[src/rtl/softusb_txpkt.sv]
// USB packet transmit sequencer: PID, payload, optional CRC16, then EOP via the PHY.
// Optional keep-alive EOP request path is built when SOFTUSB_TXPKT_EOP_EN is defined.
//
// Handshakes:
//  - PHY side: tx_data is held while tx_valid=1; a byte is taken on an edge where
//    tx_valid & tx_ready, and the next byte appears on tx_data right after that edge.
//  - Payload side: in_ready is a one-cycle registered pop strobe raised the cycle
//    after in_data was captured; the source drops that byte when in_valid & in_ready.
module softusb_txpkt #(
  parameter int LEN_W = 10
) (
  input  logic             usb_clk,
  input  logic             usb_rst,
  input  logic             start,
  input  logic [3:0]       pid,
  input  logic [LEN_W-1:0] len,
  input  logic             crc_en,
  input  logic [7:0]       in_data,
  input  logic             in_valid,
  output logic             in_ready,
  output logic [7:0]       tx_data,
  output logic             tx_valid,
  input  logic             tx_ready,
  input  logic             tx_busy,
  output logic             busy,
  output logic             done,
  output logic             underrun,
`ifdef SOFTUSB_TXPKT_EOP_EN
  input  logic             eop_req,
  output logic             generate_eop,
`endif
  output logic [2:0]       state_dbg
);

  typedef enum logic [2:0] {
    S_IDLE     = 3'd0,
    S_PID      = 3'd1,
    S_DATA     = 3'd2,
    S_CRC_LO   = 3'd3,
    S_CRC_HI   = 3'd4,
    S_WAIT     = 3'd5,
    S_ABORT    = 3'd6,
    S_EOP_RISE = 3'd7
  } state_t;

  state_t           state_q, state_d;
  logic [7:0]       tx_data_q, tx_data_d;
  logic             tx_valid_q, tx_valid_d;
  logic             in_ready_q, in_ready_d;
  logic             busy_q, busy_d;
  logic             done_q, done_d;
  logic             underrun_q, underrun_d;
  logic [15:0]      crc_q, crc_d;
  logic [LEN_W-1:0] count_q, count_d;
  logic             crc_en_q, crc_en_d;
  logic             ack;
`ifdef SOFTUSB_TXPKT_EOP_EN
  logic             gen_eop_q, gen_eop_d;
`endif

  // USB CRC16, reflected form: data enters LSB first.
  function automatic logic [15:0] crc16_byte(input logic [15:0] c, input logic [7:0] d);
    logic [15:0] r;
    r = c;
    for (int i = 0; i < 8; i++) begin
      if (r[0] ^ d[i]) r = (r >> 1) ^ 16'hA001;
      else             r = r >> 1;
    end
    return r;
  endfunction

  assign ack = tx_valid_q & tx_ready;

  always_ff @(posedge usb_clk) begin
    if (usb_rst) begin
      state_q    <= S_IDLE;
      tx_data_q  <= 8'h00;
      tx_valid_q <= 1'b0;
      in_ready_q <= 1'b0;
      busy_q     <= 1'b0;
      done_q     <= 1'b0;
      underrun_q <= 1'b0;
      crc_q      <= 16'hFFFF;
      count_q    <= '0;
      crc_en_q   <= 1'b0;
`ifdef SOFTUSB_TXPKT_EOP_EN
      gen_eop_q  <= 1'b0;
`endif
    end else begin
      state_q    <= state_d;
      tx_data_q  <= tx_data_d;
      tx_valid_q <= tx_valid_d;
      in_ready_q <= in_ready_d;
      busy_q     <= busy_d;
      done_q     <= done_d;
      underrun_q <= underrun_d;
      crc_q      <= crc_d;
      count_q    <= count_d;
      crc_en_q   <= crc_en_d;
`ifdef SOFTUSB_TXPKT_EOP_EN
      gen_eop_q  <= gen_eop_d;
`endif
    end
  end

  always_comb begin
    state_d    = state_q;
    tx_data_d  = tx_data_q;
    tx_valid_d = tx_valid_q;
    in_ready_d = 1'b0;
    busy_d     = busy_q;
    done_d     = 1'b0;
    underrun_d = 1'b0;
    crc_d      = crc_q;
    count_d    = count_q;
    crc_en_d   = crc_en_q;
`ifdef SOFTUSB_TXPKT_EOP_EN
    gen_eop_d  = 1'b0;
`endif
    unique case (state_q)
      S_IDLE: begin
        if (start) begin
          crc_en_d   = crc_en;
          count_d    = len;
          crc_d      = 16'hFFFF;
          tx_data_d  = {~pid, pid};
          tx_valid_d = 1'b1;
          busy_d     = 1'b1;
          state_d    = S_PID;
        end
`ifdef SOFTUSB_TXPKT_EOP_EN
        else if (eop_req) begin
          gen_eop_d = 1'b1;
          busy_d    = 1'b1;
          state_d   = S_EOP_RISE;
        end
`endif
      end
      S_PID, S_DATA: begin
        if (ack) begin
          if (count_q != '0) begin
            // A payload byte must be ready exactly when the PHY wants the next one.
            if (in_valid) begin
              in_ready_d = 1'b1;
              tx_data_d  = in_data;
              crc_d      = crc16_byte(crc_q, in_data);
              count_d    = count_q - LEN_W'(1);
              state_d    = S_DATA;
            end else begin
              tx_valid_d = 1'b0;
              underrun_d = 1'b1;
              state_d    = S_ABORT;
            end
          end else if (crc_en_q) begin
            tx_data_d = ~crc_q[7:0];
            state_d   = S_CRC_LO;
          end else begin
            tx_valid_d = 1'b0;
            state_d    = S_WAIT;
          end
        end
      end
      S_CRC_LO: begin
        if (ack) begin
          tx_data_d = ~crc_q[15:8];
          state_d   = S_CRC_HI;
        end
      end
      S_CRC_HI: begin
        if (ack) begin
          tx_valid_d = 1'b0;
          state_d    = S_WAIT;
        end
      end
      S_WAIT: begin
        if (!tx_busy) begin
          done_d  = 1'b1;
          busy_d  = 1'b0;
          state_d = S_IDLE;
        end
      end
      S_ABORT: begin
        if (!tx_busy) begin
          busy_d  = 1'b0;
          state_d = S_IDLE;
        end
      end
      S_EOP_RISE: begin
        // Keep-alive: the PHY must first show it started the EOP before WAIT sees idle.
        if (tx_busy) state_d = S_WAIT;
      end
      default: state_d = S_IDLE;
    endcase
  end

  assign tx_data   = tx_data_q;
  assign tx_valid  = tx_valid_q;
  assign in_ready  = in_ready_q;
  assign busy      = busy_q;
  assign done      = done_q;
  assign underrun  = underrun_q;
  assign state_dbg = state_q;
`ifdef SOFTUSB_TXPKT_EOP_EN
  assign generate_eop = gen_eop_q;
`endif

endmodule
[config.mk]
export PLATFORM = sky130hd
export DESIGN_NAME = softusb_txpkt
export DESIGN_NICKNAME = d
export VERILOG_FILES = /design/src/rtl/softusb_txpkt.sv
export SDC_FILE = /design/constraint.sdc
export NUM_CORES = 1
export LEC_CHECK = 0
export BUFFER_PORTS_ARGS = -buffer_cell sky130_fd_sc_hd__buf_2
export CELL_PAD_IN_SITES_DETAIL_PLACEMENT = 1
export CELL_PAD_IN_SITES_GLOBAL_PLACEMENT = 2
export CORE_MARGIN = 1.5
export CORE_UTILIZATION = 24
export DETAILED_ROUTE_END_ITERATION = 10
export MAX_ROUTING_LAYER = met4
export PLACE_DENSITY = 0.71
export SYNTH_ARGS = -nofsm -noshare
export SYNTH_HDL_FRONTEND = slang
export SYNTH_SLANG_ARGS = --single-unit
[constraint.sdc]
create_clock -name usb_clk -period 2.55 [get_ports usb_clk]
set_input_delay 0.255 -clock usb_clk [delete_from_list [all_inputs] [get_ports usb_clk]]
set_output_delay 0.255 -clock usb_clk [all_outputs]
set_load 0.05 [all_outputs]
==> flow_summary.yaml <==
sta:
  max_slew.worst_pin.slew_ps: 643
  fin_crit_ps: 2470
  finalHoldViolCount: 0
  rsz0062_at_grt: "no"
  min_period_over_period: 0.967
  finalSetupViolations: 0
  clock-skew-final_ps: 12.1
  setup_slack_ps: 84.9
  drv_slew: 0
  fmax_ghz: 0.406
  relSlewSlack: 0.569
floorplanning:
  core-area_mm2: 0.00986
  dieArea_mm2: 0.0109
  die_h_um: 104
  initial_core_util: 0.250
  die_x_um: 104
  ios: 45
  rows: 36
synthesis:
  syn-num-nets: 345
  synth_edf_count: 0
  yosysTopAreaCell: "dfxtp_1"
  synth_top_area_share: 0.349
  ys_dominant_reg_cell: "dfxtp_1"
  syn_inst: 315
  synthArstFlopShare: 0
  yosysWarningCount: 0
  netlist_area_mm2: 0.00247
  ys_seq_area_frac: 0.349
  synthTopCellsByArea: "dfxtp_1 35%, a21oi_1 5.9%, nor2_1 5.2%, o21ai_0 5.1%, xnor2_1 5.0%"
  syn_area_per_cell_um2: 7.84
  synth.distinct_cells: 47
  ys_ff_latch: 43
placed_design:
  routabilityCongestion: 0.785
  hpwl_mm: 5.59
  port_buffers: 44
  place_area_mm2: 0.00294
  pre_cts_slack_ps: -14.9
drt:
  drc: 0
  drtPass1Iterations: 4
  ant_nets: 0
  first_iter_violations: 71
  vias: 2391
  drt_wl_total_mm: 7.58
  avgRoutedWirePerCell_um: 15.2
  vias_per_cell: 4.78
pwr:
  power.leakage_nw: 1.26
  irDropWorstVdd_mv: 0.528
  pwr_density_cell_mw_per_mm2: 1630
critical_path:
  crit_arrival_ps: 2710
  slowest_delay_ps: 460
  critPathLaunchType: "register"
  r2r_end: "tx_data[7]"
  path_max_fanout: 6
  reg2regPathDepth: 8
  crit_chain: "inv_2 -> ha_4 -> or4b_4 -> or3_4 -> mux2i_4 -> a21boi_2 -> or4b_1 -> o21ai_1"
  crit_start: "count_q[0]"
  rrSetupSlack_ps: 80
  crit_type: "reg2reg"
  end_kind: "register"
  worstPathRequired_ps: 2790
  slowest_stage: "or4b_4"
  endpoint: "tx_data[7]"
  r2r-start: "count_q[0]"
clocking:
  numCtsBuffers: 5
  ctsHoldBuffers: 0
  clock-sinks: 43
  clock_path_buffers: 2
  clock-root-buffer: "clkbuf_8"
  insertion_delay_ps: 300
  cts_tree: "done"
  cts.clk_slew.worst_paths_ps: 100
  h-tree-depth: 2
global_route:
  use_met1: 0.185
  top_usage_layer: "met2"
  grt.overflow.total: 0
  grt_antenna_before_repair: 0
  grt_start_max_net_pins: 32
  grt_pass1_vias: 2544
  grtUsageTotal: 0.147
  groute.layer.met2.usage: 0.246
  grt_pass1_wl_mm: 12.8
  use_met3: 0.0232
status:
  status: "complete, no violations"
final_layout:
  syn2layout_area_growth_pct: 24.9
  fin_area_mm2: 0.00308
  fill_cells: 1193
  drive_above_1_share: 0.248
  nets: 396
  antenna_cells: 0
run:
  cap_violations: 0
hold_path:
  hold_class: "in2reg"
==> cells by family (layout without fill, tap and decap cells) <==
kind of cell | Yosys count | in the layout | share of synthesized area
flip-flops | 43 | 43 | 0.349
XOR/XNOR | 22 | 22 | 0.0836
AND/OR/NAND/NOR | 115 | 115 | 0.233
AO/OA/AOI/OAI | 98 | 98 | 0.250
adder cells (fa/ha/maj) | 1 | 1 | 0.00507
buffers and inverters | 31 | 83 | 0.0547
multiplexers | 5 | 5 | 0.0253
==> synthesized netlist by cell type (3+ instances only) <==
| cell | count |
|---|---|
| nand3_1 | 8 |
| dfxtp_1 | 43 |
| nor3_1 | 15 |
| or3_1 | 3 |
| o211ai_1 | 5 |
| a31oi_1 | 3 |
| or4b_1 | 3 |
| nand2_1 | 23 |
| inv_1 | 6 |
| o22ai_1 | 3 |
| nor2_1 | 34 |
| a21oi_1 | 29 |
| a311oi_1 | 3 |
| nor2b_1 | 4 |
| o21ai_0 | 25 |
| nand2b_1 | 10 |
| buf_2 | 3 |
| clkbuf_1 | 19 |
| xor2_1 | 7 |
| a211oi_1 | 7 |
| xnor2_1 | 14 |
| o21bai_1 | 8 |
| nor4_1 | 3 |
| mux2i_1 | 4 |
| nand3b_1 | 4 |
==> cell usage in the layout (no fill, tap or decap), drive strengths merged, types with 8 or more instances in the layout <==
master	synthesis	routed
nand3	8	8
inv	6	8
xnor2	14	14
nor2	34	34
o21bai	8	8
nor3	15	15
buf	6	69
nand2b	10	10
dfxtp	43	43
o21ai	27	27
a21oi	29	29
nand2	23	23
==> per-layer routing <==
layer | up-vias | routed length (um)
met4 | 0 | 59
met2 | 27 | 3660
met1 | 1137 | 3680
li1 | 1221 | -
met3 | 6 | 189
met5 | - | 0
==> power by group <==
| group | leakage, nW | total, mW | internal [mW] | switching, mW |
|---|---|---|---|---|
| Clock | 0.0491 | 0.486 | 0.202 | 0.283 |
| Sequential | 0.352 | 1.13 | 0.899 | 0.231 |
| Combinational | 0.855 | 3.40 | 1.36 | 2.04 |
==> flip-flops by register name, summed over array words and instances (netlist names) <==
name and flops:
busy 1, crc_en_q 1, count_q 10, in_ready 1
crc_q 16, done 1, tx_data 8, state_dbg 3
tx_valid 1, underrun 1
==> worst min-delay path by stage <==
stage / start / to / depth (start not counted)
6_report: tx_busy / done / 2
5_1_grt: tx_busy / done / 2
4_1_cts: tx_busy / done / 2
3_5_place_dp: tx_data[0] / tx_data[0] / 2
3_3_place_gp: tx_data[0] / tx_data[0] / 2
2_1_floorplan: tx_busy / done / 1
==> final cells by class <==
type / count / area (um^2) / area share
Multi-Input combinational cell: 241 / 1500 / 0.487
Sequential cell: 43 / 862 / 0.280
Timing Repair Buffer: 69 / 437 / 0.142
Tap cell: 133 / 166 / 0.0540
Clock buffer: 5 / 68.8 / 0.0223
Clock inverter: 3 / 26.3 / 0.00852
Inverter: 6 / 22.5 / 0.00730
==> metrics by stage <==
| step | hold WS, ps | instances | power (mW) | TNS (ps) | utilization |
|---|---|---|---|---|---|
| after floorplan | 331 | 315 | 3.36 | 0 | - |
| after global placement | 459 | 489 | 4.42 | 0 | 0.298 |
| after detailed placement | 469 | 489 | 4.45 | -15.8 | 0.298 |
| after CTS | 145 | 497 | 4.99 | 0 | 0.309 |
| after global routing | 155 | 500 | 5.44 | 0 | 0.313 |
| final | 160 | 500 | 5.01 | 0 | 0.313 |
==> worst max-delay path, delay by kind of cell (launching register included) <==
| family | cells | cell delay [ps] |
|---|---|---|
| and+or+nand+nor | 3 | 1350 |
| buffers and inverters | 1 | 70 |
| DFF | 1 | 350 |
| muxes | 1 | 210 |
| adders and majority gates | 1 | 130 |
| AOI/OAI and AO/OA | 2 | 300 |
==> what timing repair did <==
action,4_1_cts,5_1_grt
pin swaps,0,2
buffers inserted,0,3
gates resized for setup,1,5
endpoints found under the hold margin,0,0
endpoints found under the setup margin,7,8
Power figures use the tool's default switching activity.
